`config.mk`:
```
export PLATFORM = sky130hd
export DESIGN_NAME = prm_edge_chk_sched
export DESIGN_NICKNAME = d
export VERILOG_FILES = /design/src/rtl/prm_chk_pkg.sv /design/src/rtl/prm_edge_res_packer.sv /design/src/rtl/prm_edge_chk_sched.sv
export SDC_FILE = /design/constraint.sdc
export NUM_CORES = 1
export LEC_CHECK = 0
export CAP_MARGIN = 5
export CORE_MARGIN = 3
export CORE_UTILIZATION = 49
export DETAILED_ROUTE_END_ITERATION = 12
export PLACE_DENSITY = 0.77
export SLEW_MARGIN = 20
export SYNTH_ARGS = -nofsm -noshare
export SYNTH_HDL_FRONTEND = slang
export SYNTH_SLANG_ARGS = --single-unit
```
`constraint.sdc`:
```
create_clock -name clk -period 3.5 [get_ports clk]
set_input_delay 0.7 -clock clk [delete_from_list [all_inputs] [get_ports clk]]
set_output_delay 0.7 -clock clk [all_outputs]
set_load 0.03 [all_outputs]
```
`src/rtl/prm_chk_pkg.sv`:
```
// Shared types and constants for the PRM edge-check sequencer.
package prm_chk_pkg;

   localparam int CODE_W    = 15;
   localparam int RES_W_DEF = 32;

   typedef enum logic [2:0] {
      IDLE,
      FETCH,
      WAIT,
      EVAL,
      EMIT,
      DONE
   } state_e;

endpackage

```
`src/rtl/prm_edge_res_packer.sv`:
```
// Packs per-edge mask bits into result words and presents them on a valid/ready port.
module prm_edge_res_packer
   import prm_chk_pkg::*;
#(
   parameter int RES_W = RES_W_DEF
) (
   input  logic             clk,
   input  logic             rst_n,
   input  logic             clr_i,
   input  logic             wr_i,
   input  logic             bit_i,
   input  logic             last_i,
   output logic             full_o,
   input  logic             res_ready_i,
   output logic             res_valid_o,
   output logic [RES_W-1:0] res_word_o,
   output logic             res_last_o
);

   localparam int BW = $clog2(RES_W);

   logic [BW-1:0]    bidx_q, bidx_d;
   logic [RES_W-1:0] word_q, word_d;
   logic             valid_q, valid_d;
   logic             last_q, last_d;
   logic             flush;

   // full_o depends only on state so the sequencer can pick EMIT without a comb loop
   assign full_o = (bidx_q == BW'(RES_W - 1));
   assign flush  = wr_i && (full_o || last_i);

   always_comb begin
      bidx_d  = bidx_q;
      word_d  = word_q;
      valid_d = valid_q;
      last_d  = last_q;
      if (clr_i) begin
         bidx_d  = '0;
         word_d  = '0;
         valid_d = 1'b0;
         last_d  = 1'b0;
      end else begin
         if (valid_q && res_ready_i) begin
            valid_d = 1'b0;
            last_d  = 1'b0;
            word_d  = '0;
         end
         if (wr_i) begin
            word_d[bidx_q] = bit_i;
            bidx_d         = flush ? '0 : bidx_q + BW'(1);
            if (flush) begin
               valid_d = 1'b1;
               last_d  = last_i;
            end
         end
      end
   end

   always_ff @(posedge clk or negedge rst_n) begin
      if (!rst_n) begin
         bidx_q  <= '0;
         word_q  <= '0;
         valid_q <= 1'b0;
         last_q  <= 1'b0;
      end else begin
         bidx_q  <= bidx_d;
         word_q  <= word_d;
         valid_q <= valid_d;
         last_q  <= last_d;
      end
   end

   assign res_valid_o = valid_q;
   assign res_word_o  = word_q;
   assign res_last_o  = last_q;

endmodule

```
`src/rtl/prm_edge_chk_sched.sv`:
```
// Sweeps a list of roadmap edges through the shared PRM edge checker and packs the masks.
// Define PRM_CHK_PIPE_EN to register chk_mask_i (two-cycle EVAL).
module prm_edge_chk_sched
   import prm_chk_pkg::*;
#(
   parameter int AW    = 10,
   parameter int CW    = 11,
   parameter int RES_W = RES_W_DEF
) (
   input  logic              clk,
   input  logic              rst_n,
   input  logic              start_i,
   input  logic [AW-1:0]     edge_base_i,
   input  logic [CW-1:0]     edge_cnt_i,
   output logic              busy_o,
   output logic              done_o,
   output logic [CW-1:0]     blocked_o,
   output logic              mem_req_o,
   output logic [AW-1:0]     mem_addr_o,
   input  logic              mem_gnt_i,
   input  logic              mem_rvalid_i,
   input  logic [CODE_W-1:0] mem_rdata_i,
   output logic [CODE_W-1:0] chk_code_o,
   input  logic              chk_mask_i,
   output logic              res_valid_o,
   input  logic              res_ready_i,
   output logic [RES_W-1:0]  res_word_o,
   output logic              res_last_o
);

   state_e            state_q, state_d;
   logic [AW-1:0]     base_q, base_d;
   logic [CW-1:0]     cnt_q, cnt_d;
   logic [CW-1:0]     idx_q, idx_d;
   logic [CW-1:0]     blocked_q, blocked_d;
   logic [CODE_W-1:0] code_q, code_d;
   logic              pk_clr, pk_wr, pk_full, mask_bit, eval_fire, last_edge;
`ifdef PRM_CHK_PIPE_EN
   logic              ph_q, ph_d;
   logic              mask_q, mask_d;
`endif

   assign last_edge = (idx_q == cnt_q - CW'(1));

   always_comb begin
      state_d   = state_q;
      base_d    = base_q;
      cnt_d     = cnt_q;
      idx_d     = idx_q;
      blocked_d = blocked_q;
      code_d    = code_q;
      pk_clr    = 1'b0;
      pk_wr     = 1'b0;
      eval_fire = 1'b0;
`ifdef PRM_CHK_PIPE_EN
      ph_d      = ph_q;
      mask_d    = mask_q;
      mask_bit  = mask_q;
`else
      mask_bit  = chk_mask_i;
`endif
      case (state_q)
         IDLE: begin
            if (start_i) begin
               base_d    = edge_base_i;
               cnt_d     = edge_cnt_i;
               idx_d     = '0;
               blocked_d = '0;
               pk_clr    = 1'b1;
               state_d   = (edge_cnt_i == '0) ? DONE : FETCH;
            end
         end
         FETCH: if (mem_gnt_i) state_d = WAIT;
         WAIT: begin
            if (mem_rvalid_i) begin
               code_d  = mem_rdata_i;
               state_d = EVAL;
            end
         end
         EVAL: begin
`ifdef PRM_CHK_PIPE_EN
            // first cycle drives the code and captures the mask, second cycle consumes it
            if (!ph_q) begin
               ph_d   = 1'b1;
               mask_d = chk_mask_i;
            end else begin
               ph_d      = 1'b0;
               eval_fire = 1'b1;
            end
`else
            eval_fire = 1'b1;
`endif
            if (eval_fire) begin
               pk_wr = 1'b1;
               if (mask_bit && (blocked_q != '1)) blocked_d = blocked_q + CW'(1);
               idx_d   = idx_q + CW'(1);
               state_d = (pk_full || last_edge) ? EMIT : FETCH;
            end
         end
         EMIT: begin
            if (res_valid_o && res_ready_i) state_d = res_last_o ? DONE : FETCH;
         end
         DONE:    state_d = IDLE;
         default: state_d = IDLE;
      endcase
   end

   always_ff @(posedge clk or negedge rst_n) begin
      if (!rst_n) begin
         state_q   <= IDLE;
         base_q    <= '0;
         cnt_q     <= '0;
         idx_q     <= '0;
         blocked_q <= '0;
         code_q    <= '0;
`ifdef PRM_CHK_PIPE_EN
         ph_q      <= 1'b0;
         mask_q    <= 1'b0;
`endif
      end else begin
         state_q   <= state_d;
         base_q    <= base_d;
         cnt_q     <= cnt_d;
         idx_q     <= idx_d;
         blocked_q <= blocked_d;
         code_q    <= code_d;
`ifdef PRM_CHK_PIPE_EN
         ph_q      <= ph_d;
         mask_q    <= mask_d;
`endif
      end
   end

   prm_edge_res_packer #(.RES_W(RES_W)) u_packer (
      .clk         (clk),
      .rst_n       (rst_n),
      .clr_i       (pk_clr),
      .wr_i        (pk_wr),
      .bit_i       (mask_bit),
      .last_i      (last_edge),
      .full_o      (pk_full),
      .res_ready_i (res_ready_i),
      .res_valid_o (res_valid_o),
      .res_word_o  (res_word_o),
      .res_last_o  (res_last_o)
   );

   assign busy_o     = (state_q == FETCH) || (state_q == WAIT) ||
                       (state_q == EVAL)  || (state_q == EMIT);
   assign done_o     = (state_q == DONE);
   assign mem_req_o  = (state_q == FETCH);
   assign mem_addr_o = base_q + idx_q[AW-1:0];
   assign chk_code_o = code_q;
   assign blocked_o  = blocked_q;

endmodule

```
==> results.py <==
metrics = {
    "run_status": {
        "outcome": "complete, no violations",
    },
    "place": {
        "placedInstanceArea_um2": 6635,
        "portBuffers": 115,
        "hpwl_um": 9760,
        "place_congestion": 0.8617,
    },
    "global_routing": {
        "grt_use_met1": 0.3218,
        "gr-usage-met3": 0.04203,
        "grt_overflow": 0,
        "antenna_found_initial": 0,
        "use_met2": 0.3807,
        "first_global_vias": 4737,
        "track_usage": 0.2340,
        "grt.busiest_layer": "met2",
        "grt_max_degree": 49,
        "grt_pass1_wl_um": 23600,
    },
    "detailed_routing": {
        "wl_um": 13950,
        "vias": 4643,
        "antenna_left": 0,
        "drcViolationCount": 0,
        "wl_per_cell_um": 17.01,
        "firstDrtPassIters": 5,
        "via_per_inst": 5.662,
        "drt_iter0_drc": 266,
    },
    "clock_tree": {
        "cts_buffers": 9,
        "post_cts_buffers": 0,
        "cts.sinks": 100,
        "cts_root_buf": "clkbuf_8",
        "cts_tree": "yes",
        "clk_path_buf_depth": 2,
        "htreeDepth": 3,
        "clk_latency_ps": 390,
        "path_clk_slew_ps": 110,
        "holdBufCountCts": 0,
        "cts-resized-gates": 7,
    },
    "critical_path": {
        "crit_path_top_delay_cell": "or4_1",
        "r2r-start": "cnt_q[3]$_DFFE_PN0P_",
        "worstPathMaxFanout": 2,
        "startpoint": "base_q[1]$_DFFE_PN0P_",
        "critPathArrivalTime_ps": 2720,
        "start_kind": "flop",
        "path_class": "reg2out",
        "worstPathRequired_ps": 2800,
        "slowest_delay_ps": 460,
        "cp-end-kind": "output port",
        "reg2reg_slack_ps": 680,
        "ff2ff_path_depth": 7,
        "crit_path_frequent_cell": "a21oi_2",
        "reg2reg_to": "u_packer.bidx_q[2]$_DFFE_PN0P_",
        "path_cells": "ha_1 -> a21o_1 -> a21oi_2 -> o21bai_1 -> a21oi_2 -> o21ai_0 -> or4_1 -> and3_1 -> clkdlybuf4s15_2",
        "endpoint": "mem_addr_o[9]",
    },
    "timing": {
        "layout_worst_path_cycle_share": 0.9759,
        "max_slew_margin": 0.4672,
        "fmax_mhz": 292.8,
        "min_period_ps": 3416,
        "worstMarginPinSlew_ps": 797.4,
        "skew_ps": 14.62,
        "setup_violations": 0,
        "rsz0062_at_grt": "true",
        "final-hold-violation-count": 0,
        "slew_viol_final": 0,
    },
    "floorplan": {
        "start_util": 0.5133,
        "rows": 37,
        "fp.dieH_um": 110.9,
        "pin_count": 116,
        "die-area_um2": 12300,
        "core_um2": 10510,
        "die_w_um": 110.9,
    },
    "yosys": {
        "synth_nets": 637,
        "postSynthAreaPerCell_um2": 9.364,
        "synth_area_leaders": "dfrtp_1 46%, nand2_1 6.6%, nand3_1 4.9%",
        "yosys_most_used_dff": "dfrtp_1",
        "synth-seq-cells": 100,
        "syn_area_um2": 5394,
        "ys_types": 56,
        "synth_top_area_frac": 0.4639,
        "synth_top_area_cell": "dfrtp_1",
        "netlist_instances": 576,
        "yosysWarnings": 0,
        "synth_common_cells": "100 x dfrtp_1, 95 x nand2_1, 53 x nand3_1",
        "async_flop_share": 1.000,
        "synth-seq-area-share": 0.4639,
        "synth_edf_count": 0,
        "synth.most_common_cell": "dfrtp_1",
    },
    "cells_and_area": {
        "drive_above_1_share": 0.09064,
        "multi_input_area_um2": 2671,
        "post-route-util": 0.6521,
        "regArea_um2": 2502,
        "areaGrowthSynthToFinish_pct": 27.05,
        "diodes": 0,
        "fill_cells": 893,
        "nets": 740,
        "design_area_um2": 6853,
    },
    "pwr": {
        "vdd_drop_max_uv": 486.8,
        "p_leak_nw": 2.950,
        "cellPowerDensity_nw_per_um2": 698.1,
    },
    "job": {
        "max_cap_violations": 0,
    },
    "hold_path": {
        "hp-class": "in2async",
    },
}
[cell families after synthesis]
family / count (synthesis) / share of synthesized area
flip-flops: 100 / 0.4639
adder cells (fa/ha/maj): 18 / 0.04314
XOR/XNOR: 32 / 0.05196
multiplexers: 20 / 0.04083
AND/OR/NAND/NOR: 235 / 0.2136
AO/OA/AOI/OAI: 120 / 0.1431
buffers and inverters: 51 / 0.04338
[flip-flops by register name (all words and copies together) (netlist names)]
name,count
u_packer.res_word_o,32
chk_code_o,15
blocked_o,11
cnt_q,11
idx_q,11
base_q,10
u_packer.bidx_q,5
state_q,3
u_packer.res_last_o,1
u_packer.res_valid_o,1
[routing by layer]
| metal | share of wire | wire (um) |
|---|---|---|
| met1 | 0.45 | 6308 |
| met2 | 0.48 | 6709 |
| met3 | 0.056 | 784 |
| met4 | 0.011 | 149 |
| met5 | 0 | 0 |
[worst max-delay path, delay by kind of cell, from the launching register on]
family / cells / cell delay, ps
AOI/OAI and AO/OA: 5 / 730
buffers and inverters: 1 / 270
and+or+nand+nor: 2 / 630
adders and majority gates: 1 / 290
DFF: 1 / 400
[layout by cell type, fill, tap and decap left out, types with 2 or more instances in the layout]
cell,count
clkdlybuf4s50_1,110
dfrtp_1,100
nand2_1,95
nand3_1,53
a21oi_1,40
o211ai_1,29
nor2_1,23
o21ai_0,21
xnor2_1,19
ha_1,17
inv_1,16
mux2_2,16
xor2_1,13
buf_4,13
nor3_1,11
clkbuf_8,10
nor4_1,8
and3_1,7
and2_1,6
nand3b_1,5
nor3b_1,4
or3_1,4
nand4_1,4
mux2i_1,4
a31oi_1,4
a21o_1,3
and3b_1,3
a32o_1,3
a21oi_2,2
o21bai_1,2
a2111oi_0,2
inv_8,2
clkinv_4,2
dlygate4sd2_1,2
[final cells by class]
class,count,area share
inverter,16,0.008764
tap,136,0.02483
clock inverter,6,0.01150
multi-input combinational,425,0.3898
clock buffer,10,0.02008
timing repair buffer,127,0.1798
sequential,100,0.3652
[stage by stage]
stage | setup TNS (ps) | total power, W | hold WS, ps | setup WS, ps | cells
floorplan | 0 | 0.003186 | 404.4 | 553.8 | 576
global placement | 0 | 0.003912 | 468.3 | 141.6 | 804
detailed placement | 0 | 0.003991 | 477.8 | 81.65 | 804
CTS | 0 | 0.004800 | 307.5 | 10.40 | 820
global route | -83.57 | 0.005084 | 335.5 | -83.57 | 820
finish | 0 | 0.004784 | 290.7 | 84.19 | 820
[how the worst min path moves through the flow]
stage / depth (start not counted) / to / slack, ps
final: 1 / idx_q[2]$_DFFE_PN0P_ / 290
after global routing: 1 / base_q[2]$_DFFE_PN0P_ / 340
after CTS: 1 / idx_q[2]$_DFFE_PN0P_ / 310
after detailed placement: 2 / base_q[0]$_DFFE_PN0P_ / 480
after global placement: 2 / base_q[8]$_DFFE_PN0P_ / 470
after floorplan: 0 / base_q[0]$_DFFE_PN0P_ / 400
[where the power goes]
part / internal [W] / leakage [nW] / switching, W
registers: 0.00142 / 1.32 / 0.000271
logic: 0.000939 / 1.52 / 0.00133
clock network: 0.000366 / 0.111 / 0.000453
(Power assumes the default switching activity.)
